File: src/rtl/noc_packet_arbiter.sv
// noc_packet_arbiter: round-robin arbiter merging N AXI-stream requesters
// onto one output; a grant is held from the first beat through TLAST.
module noc_packet_arbiter #(
  parameter int N_PORTS = 4,
  parameter int CNT_W   = 16
) (
  input  logic                       clk,
  input  logic                       rst_low,
  input  logic [N_PORTS-1:0]         port_en,
  input  logic [N_PORTS-1:0]         in_TVALID,
  input  logic [32*N_PORTS-1:0]      in_TDATA,
  input  logic [4*N_PORTS-1:0]       in_TKEEP,
  input  logic [N_PORTS-1:0]         in_TLAST,
  output logic [N_PORTS-1:0]         in_TREADY,
  output logic                       out_TVALID,
  output logic [31:0]                out_TDATA,
  output logic [3:0]                 out_TKEEP,
  output logic                       out_TLAST,
  input  logic                       out_TREADY,
  output logic [$clog2(N_PORTS)-1:0] grant_id,
  output logic                       busy,
  output logic [CNT_W-1:0]           pkt_count
);

  localparam int GW = $clog2(N_PORTS);
  localparam logic [GW:0] NP = (GW+1)'(N_PORTS);

  typedef enum logic {IDLE, BUSY} state_t;

  state_t           state_q, state_d;
  logic [GW-1:0]    grant_q, grant_d;
  logic [GW-1:0]    rr_q, rr_d;
  logic [CNT_W-1:0] cnt_q;
  logic [N_PORTS-1:0] req, rot;
  logic [GW-1:0]    off, pick;
  logic [GW:0]      sum;
  logic             pick_vld, done;
  logic [31:0]      dat [N_PORTS];
  logic [3:0]       kep [N_PORTS];

  for (genvar i = 0; i < N_PORTS; i++) begin : g_unpack
    assign dat[i] = in_TDATA[32*i +: 32];
    assign kep[i] = in_TKEEP[4*i +: 4];
  end

  assign req = in_TVALID & port_en;
  // rotate so bit 0 is the port at rr_q; lowest set bit wins
  assign rot = N_PORTS'({req, req} >> rr_q);

  always_comb begin
    off      = '0;
    pick_vld = 1'b0;
    for (int k = N_PORTS - 1; k >= 0; k--) begin
      if (rot[k]) begin
        off      = GW'(k);
        pick_vld = 1'b1;
      end
    end
  end

  assign sum  = {1'b0, rr_q} + {1'b0, off};
  assign pick = (sum >= NP) ? GW'(sum - NP) : sum[GW-1:0];

  always_comb begin
    state_d    = state_q;
    grant_d    = grant_q;
    rr_d       = rr_q;
    done       = 1'b0;
    out_TVALID = 1'b0;
    out_TDATA  = '0;
    out_TKEEP  = '0;
    out_TLAST  = 1'b0;
    in_TREADY  = '0;
    unique case (state_q)
      IDLE: begin
        if (pick_vld) begin
          state_d = BUSY;
          grant_d = pick;
        end
      end
      BUSY: begin
        out_TVALID         = in_TVALID[grant_q];
        out_TDATA          = dat[grant_q];
        out_TKEEP          = kep[grant_q];
        out_TLAST          = in_TLAST[grant_q];
        in_TREADY[grant_q] = out_TREADY;
        if (out_TVALID && out_TREADY && out_TLAST) begin
          done    = 1'b1;
          state_d = IDLE;
          rr_d    = (grant_q == GW'(N_PORTS - 1)) ? '0 : grant_q + 1'b1;
        end
      end
      default: state_d = IDLE;
    endcase
  end

  always_ff @(posedge clk or negedge rst_low) begin
    if (!rst_low) begin
      state_q <= IDLE;
      grant_q <= '0;
      rr_q    <= '0;
      cnt_q   <= '0;
    end else begin
      state_q <= state_d;
      grant_q <= grant_d;
      rr_q    <= rr_d;
      if (done) cnt_q <= cnt_q + 1'b1;
    end
  end

  assign busy      = (state_q == BUSY);
  assign grant_id  = grant_q;
  assign pkt_count = cnt_q;

endmodule

File: config.mk
export PLATFORM = sky130hd
export DESIGN_NAME = noc_packet_arbiter
export DESIGN_NICKNAME = d
export VERILOG_FILES = /design/src/rtl/noc_packet_arbiter.sv
export SDC_FILE = /design/constraint.sdc
export NUM_CORES = 1
export LEC_CHECK = 0
export BUFFER_PORTS_ARGS = -buffer_cell sky130_fd_sc_hd__buf_2
export CAP_MARGIN = 20
export CORE_AREA = 2 2 86 88
export CTS_BUF_LIST = sky130_fd_sc_hd__clkbuf_2
export CTS_CLUSTER_DIAMETER = 50
export DETAILED_ROUTE_END_ITERATION = 16
export DIE_AREA = 0 0 88 90
export PLACE_DENSITY = 0.83
export REMOVE_ABC_BUFFERS = 1
export SYNTH_ARGS = -nofsm -noshare
export SYNTH_HDL_FRONTEND = slang
export SYNTH_SLANG_ARGS = --single-unit
File: constraint.sdc
create_clock -name clk -period 3.15 [get_ports clk]
set_input_delay 0.945 -clock clk [delete_from_list [all_inputs] [get_ports clk]]
set_output_delay 0.945 -clock clk [all_outputs]
set_load 0.01 [all_outputs]
==> results of run 1 <==
[Yosys cell counts, types with 3 or more instances]
master / number
ha_1: 6
nor4_1: 4
and3_1: 6
inv_1: 5
xnor2_1: 6
nand4_1: 6
nor3_1: 6
mux2_4: 3
and2_1: 40
buf_2: 6
xor2_1: 9
nand2_1: 10
clkbuf_1: 5
dfrtp_1: 21
nand3_1: 4
mux4_2: 38
[path summary, 6_finish.rpt]
kind	slack [ns]	cells past startpoint	start	endpoint
setup / recovery	0.23	4	grant_id[0]$_DFFE_PN0P_	out_TLAST
hold / removal	0.49	1	pkt_count[15]$_DFFE_PN0P_	pkt_count[15]$_DFFE_PN0P_
setup reg to reg	1.15	4	grant_id[0]$_DFFE_PN0P_	pkt_count[1]$_DFFE_PN0P_
hold reg to reg	0.49	1	pkt_count[15]$_DFFE_PN0P_	pkt_count[15]$_DFFE_PN0P_
max in group asynchronous	2.29	1	rst_low	grant_id[0]$_DFFE_PN0P_
min in group asynchronous	0.51	1	rst_low	pkt_count[15]$_DFFE_PN0P_
[routing by layer]
metal | vias up | part of all wire | track usage
li1 | 1219 | - | -
met1 | 1295 | 0.42 | 0.289
met2 | 155 | 0.49 | 0.362
met3 | 16 | 0.072 | 0.0386
met4 | 0 | 0.014 | 0.0385
met5 | - | 0 | 0
[final cells by class]
| type | instances | area (sq um) | share of cell area |
|---|---|---|---|
| Sequential cell | 21 | 528 | 0.148 |
| Multi-Input combinational cell | 164 | 1730 | 0.487 |
| Timing Repair Buffer | 223 | 1140 | 0.320 |
| Inverter | 5 | 18.8 | 0.00527 |
| Tap cell | 99 | 124 | 0.0348 |
| Clock inverter | 1 | 5.00 | 0.00140 |
| Clock buffer | 3 | 15.0 | 0.00421 |
[critical path, stage by stage (launching register included)]
cell	delay, ns
dfrtp_2	0.41
buf_12	0.27
mux4_2	0.60
and2_1	0.18
buf_2	0.13
[stage by stage]
step,TNS [ns],hold slack [ns],std cells,power (mW),util
floorplan,-13.28,0.504,190,1.76,-
global placement,0,0.451,512,2.48,0.505
detailed placement,0,0.461,512,2.52,0.505
CTS,0,0.487,516,2.64,0.508
global route,0,0.514,516,2.83,0.508
finish,0,0.490,516,2.62,0.508
[logic make-up (layout without fill, tap and decap cells)]
group / after synthesis / after routing / share of synthesized area
simple gates: 89 / 89 / 0.225
mux: 41 / 41 / 0.380
buf+inv: 22 / 232 / 0.0465
flops: 21 / 21 / 0.222
xor+xnor: 15 / 15 / 0.0554
compound gates: 13 / 13 / 0.0396
fa+ha+maj: 6 / 6 / 0.0317
[state kept, by name (all words and copies together) (netlist names)]
signal	cells
pkt_count	16
grant_id	2
rr_q	2
busy	1
[where the power goes]
group          leakage, nW  switching [mW]  internal, mW
Sequential           0.267          0.0878         0.332
Combinational         1.55           0.996          1.09
Clock               0.0164          0.0868        0.0288
Total                 1.83            1.17          1.45
==> reports/metrics.yaml, run 1 <==
yosys:
  yosysSeqAreaShare: 0.222
  synth.avg_cell_area_sq_um: 11.4
  synthFlopType: "dfrtp_1"
  synthDistinctLibCells: 40
  synth_top_area_frac: 0.361
  synth_warnings: 0
  syn_inst: 207
  synth_area_leaders: "mux4_2 (36%), dfrtp_1 (22%), and2_1 (11%)"
  syn_area_sq_um: 2370
  ys_async_sr_fraction: 1.00
  ys_seq_elements: 21
  synth_area_leader_cell: "mux4_2"
  synth-edff-count: 0
sta:
  setup_viol: 0
  tightestPinTransition_ns: 0.462
  fmax_mhz: 343
  rsz0062_at_grt: "false"
  maxSlewViolCount: 0
  hold_violations: 0
  final.period_utilization: 0.927
  skew_ns: 0.0117
  layout_min_cycle_time_ns: 2.92
  finalWorstSetupSlack_ns: 0.231
  slew_headroom: 0.692
floorplanning:
  fp.dieW_um: 88
  core_sq_um: 7020
  initial_utilization: 0.338
  die_y_um: 90
  pin_count: 220
  rows: 31
  die-area_sq_um: 7920
outcome:
  outcome: "finished clean"
global_route:
  grt_overflow_total: 0
  grt_pass1_wl_um: 13500
  grtUsageTotal: 0.215
  first_global_vias: 2741
  grt_max_degree: 49
  grt_antenna_before_repair: 0
clocking:
  post_cts_resized: 0
  cts_root_buf: "clkbuf_2"
  cts_max_level: 1
  insertion_delay_ns: 0.33
  cts_hold_repair.buffers: 0
  clk_pin_slew_ns: 0.21
  cts_setup_buffers: 0
  cts_tree: "yes"
  clock-sinks: 21
  clock_path_buffers: 2
  cts_buffers: 3
routing:
  num_vias: 2685
  antenna_left: 0
  viasPerCell: 5.20
  drtIter0Drc: 87
  routed_wl_um: 8630
  drc: 0
  drt-pass1-iter-count: 4
  wl_per_cell_um: 16.7
pwr:
  powerDensity_nw_per_um2: 734
  p_leak_nw: 1.83
  irDropWorstVdd_mv: 0.394
setup_path:
  worst-setup-path-type: "reg2out"
  critPathArrivalTime_ns: 1.97
  crit_required_ns: 2.20
  start_kind: "flop"
  cp-end-kind: "primary output"
  crit_path_max_fanout: 43
placement:
  place_area_sq_um: 3540
  gp_congestion: 0.886
  place_hpwl_um: 7240
  place_ws_ns: 0.283
  port-buffer-count: 219
layout:
  areaGrowthSynthToFinish_pct: 50.4
  final_common_cell: "buf_2"
  fillCellCount: 646
  final_cell_mix: "buf_2 (219), and2_1 (40), mux4_2 (38), dfrtp_1 (19), nand2_1 (10)"
  fin_nets: 583
  fin_area_sq_um: 3560
  diodes: 0
  drive_above_1_share: 0.655
flow_run:
  maxCapViolCount: 0
worst_hold_path:
  hp-class: "reg2reg"
(Power assumes the default switching activity.)
==> run 2, diff against run 1 <==
==> constraint.sdc (replaced) <==
create_clock -name clk -period 3 [get_ports clk]
set_input_delay 0.9 -clock clk [delete_from_list [all_inputs] [get_ports clk]]
set_output_delay 0.9 -clock clk [all_outputs]
set_load 0.01 [all_outputs]
==> reports/metrics.yaml, run 2 (same netlist as run 1, synthesis figures left out) <==
outcome:
  outcome: "finished clean"
sta:
  hold_violations: 0  # unchanged
  setup_viol: 0  # unchanged
  finalWorstSetupSlack_ns: 0.143  # -0.0886 ns
  slew_headroom: 0.691  # -0.00169
  tightestPinTransition_ns: 0.464  # +0.00254 ns
  skew_ns: 0.0132  # +0.00149 ns
  rsz0062_at_grt: "false"
  layout_min_cycle_time_ns: 2.86
  maxSlewViolCount: 0  # unchanged
  final.period_utilization: 0.952
  fmax_mhz: 350
  hold_ws_ns: 0.471  # -0.0192 ns
pwr:
  irDropWorstVdd_mv: 0.465  # +18%
  power_switching_mw: 1.23  # +5.5%
  p_comb_frac: 0.796  # about the same
  finalPower_mw: 2.76  # +5.3%
  seqPwrFrac: 0.161  # about the same
  powerDensity_nw_per_um2: 772  # +5.1%
  p_int_mw: 1.52  # +5.2%
  clockPowerShare: 0.043  # about the same
  swShare: 0.448  # +0.000660
  p_leak_nw: 1.83  # +0.26%
placement:
  place_hpwl_um: 7520  # +3.8%
  port-buffer-count: 219  # unchanged
  gp_congestion: 0.885  # about the same
  place_ws_ns: 0.214  # -0.0690 ns
global_route:
  grt_overflow_total: 0  # unchanged
  grt_max_degree: 49  # unchanged
  grt_antenna_before_repair: 0  # unchanged
  grtUsageTotal: 0.226  # +0.0117
  first_global_vias: 2812  # +2.6%
  grt_pass1_wl_um: 14100  # +4.4%
layout:
  areaGrowthSynthToFinish_pct: 50.7
  fin_nets: 584  # +0.17%
  diodes: 0  # unchanged
  largest_reg_flops: 16  # unchanged
  drive_above_1_share: 0.656  # +0.000826
  final_cell_mix: "buf_2 (219), and2_1 (40), mux4_2 (38), dfrtp_1 (19), nand2_1 (10)"
  final_common_cell: "buf_2"
clocking:
  cts_hold_repair.buffers: 0  # unchanged
  cts_root_buf: "clkbuf_2"
  insertion_delay_ns: 0.33  # about the same
  post_cts_resized: 0  # unchanged
  clk_pin_slew_ns: 0.21  # about the same
  clock_path_buffers: 2  # unchanged
  cts_setup_buffers: 0  # unchanged
  cts_buffers: 3  # unchanged
  cts_tree: "yes"
  clock-sinks: 21  # unchanged
  cts_max_level: 1  # unchanged
routing:
  antenna_left: 0  # unchanged
  viasPerCell: 5.24  # +0.74%
  num_vias: 2710  # +0.93%
  drt-pass1-iter-count: 4  # unchanged
  drc: 0  # unchanged
  routed_wl_um: 8990  # +4.2%
  wl_per_cell_um: 17.4  # +4.0%
  drtIter0Drc: 145  # +67%
floorplanning:
  rows: 31  # unchanged
  fp.dieW_um: 88  # unchanged
  initial_utilization: 0.338  # unchanged
  die_y_um: 90  # unchanged
  die-area_sq_um: 7920  # unchanged
  pin_count: 220  # unchanged
  core_sq_um: 7020  # unchanged
worst_hold_path:
  hp-class: "in2async"
setup_path:
  worst-setup-path-type: "reg2out"
  critPathLaunch: "grant_id[0]$_DFFE_PN0P_"
  r2r-start: "grant_id[0]$_DFFE_PN0P_"
  cp-end-kind: "primary output"
  start_kind: "flop"
  crit_path_max_fanout: 43  # unchanged
  critPathArrivalTime_ns: 1.96  # about the same
  crit_required_ns: 2.10  # -0.10 ns
flow_run:
  maxCapViolCount: 0  # unchanged
run 2: cell types whose count changed in the layout (fill, tap and decap cells not counted), sizes merged:
cell and delta:
buf +1
run 2: power by group through the flow:
stage | Sequential (mW) | Combinational [mW] | Clock, mW
after floorplan | 0.648 | 1.20 | 0
after global placement | 0.439 | 2.17 | 0
after detailed placement | 0.444 | 2.21 | 0
final | 0.443 | 2.19 | 0.120
after CTS | 0.440 | 2.22 | 0.123
after global routing | 0.456 | 2.39 | 0.136
run 2: final timing paths:
check / end / slack [ns] / cells after the start
max: out_TLAST / 0.14 / 4
min: pkt_count[15]$_DFFE_PN0P_ / 0.47 / 1
max reg2reg: pkt_count[1]$_DFFE_PN0P_ / 1.01 / 4
min reg2reg: pkt_count[15]$_DFFE_PN0P_ / 0.49 / 1
max in group asynchronous: grant_id[1]$_DFFE_PN0P_ / 2.18 / 1
min in group clk: pkt_count[15]$_DFFE_PN0P_ / 0.49 / 1
run 2: cell type report:
type | count | area (sq um)
flip-flops and latches | 21 | 528
well taps | 99 | 124
fillers | 664 | 3450
repair buffers | 224 | 1150
multi-input cells | 164 | 1730
inverters | 5 | 18.8
clock buffers | 3 | 15.0
clock inverters | 1 | 5.00
run 2: worst max-delay path: stages (launching register included):
cell     delay, ns
dfrtp_2       0.41
buf_12        0.29
mux4_2        0.60
and2_1        0.18
buf_2         0.13
run 2: per-layer routing:
metal	track usage	wire length, um	vias up
li1	-	-	1217
met1	0.284	3510	1307
met2	0.398	4590	171
met3	0.0459	787	15
met4	0.0462	106	0
met5	0	0	-
run 2: stage by stage:
stage,area [sq um],setup TNS (ns),cells,utilization
2_1_floorplan,2280,-17.84,190,-
3_3_place_gp,3550,0,513,0.506
3_5_place_dp,3550,0,513,0.506
4_1_cts,3570,0,517,0.509
5_1_grt,3570,0,517,0.509
6_report,3570,0,517,0.509
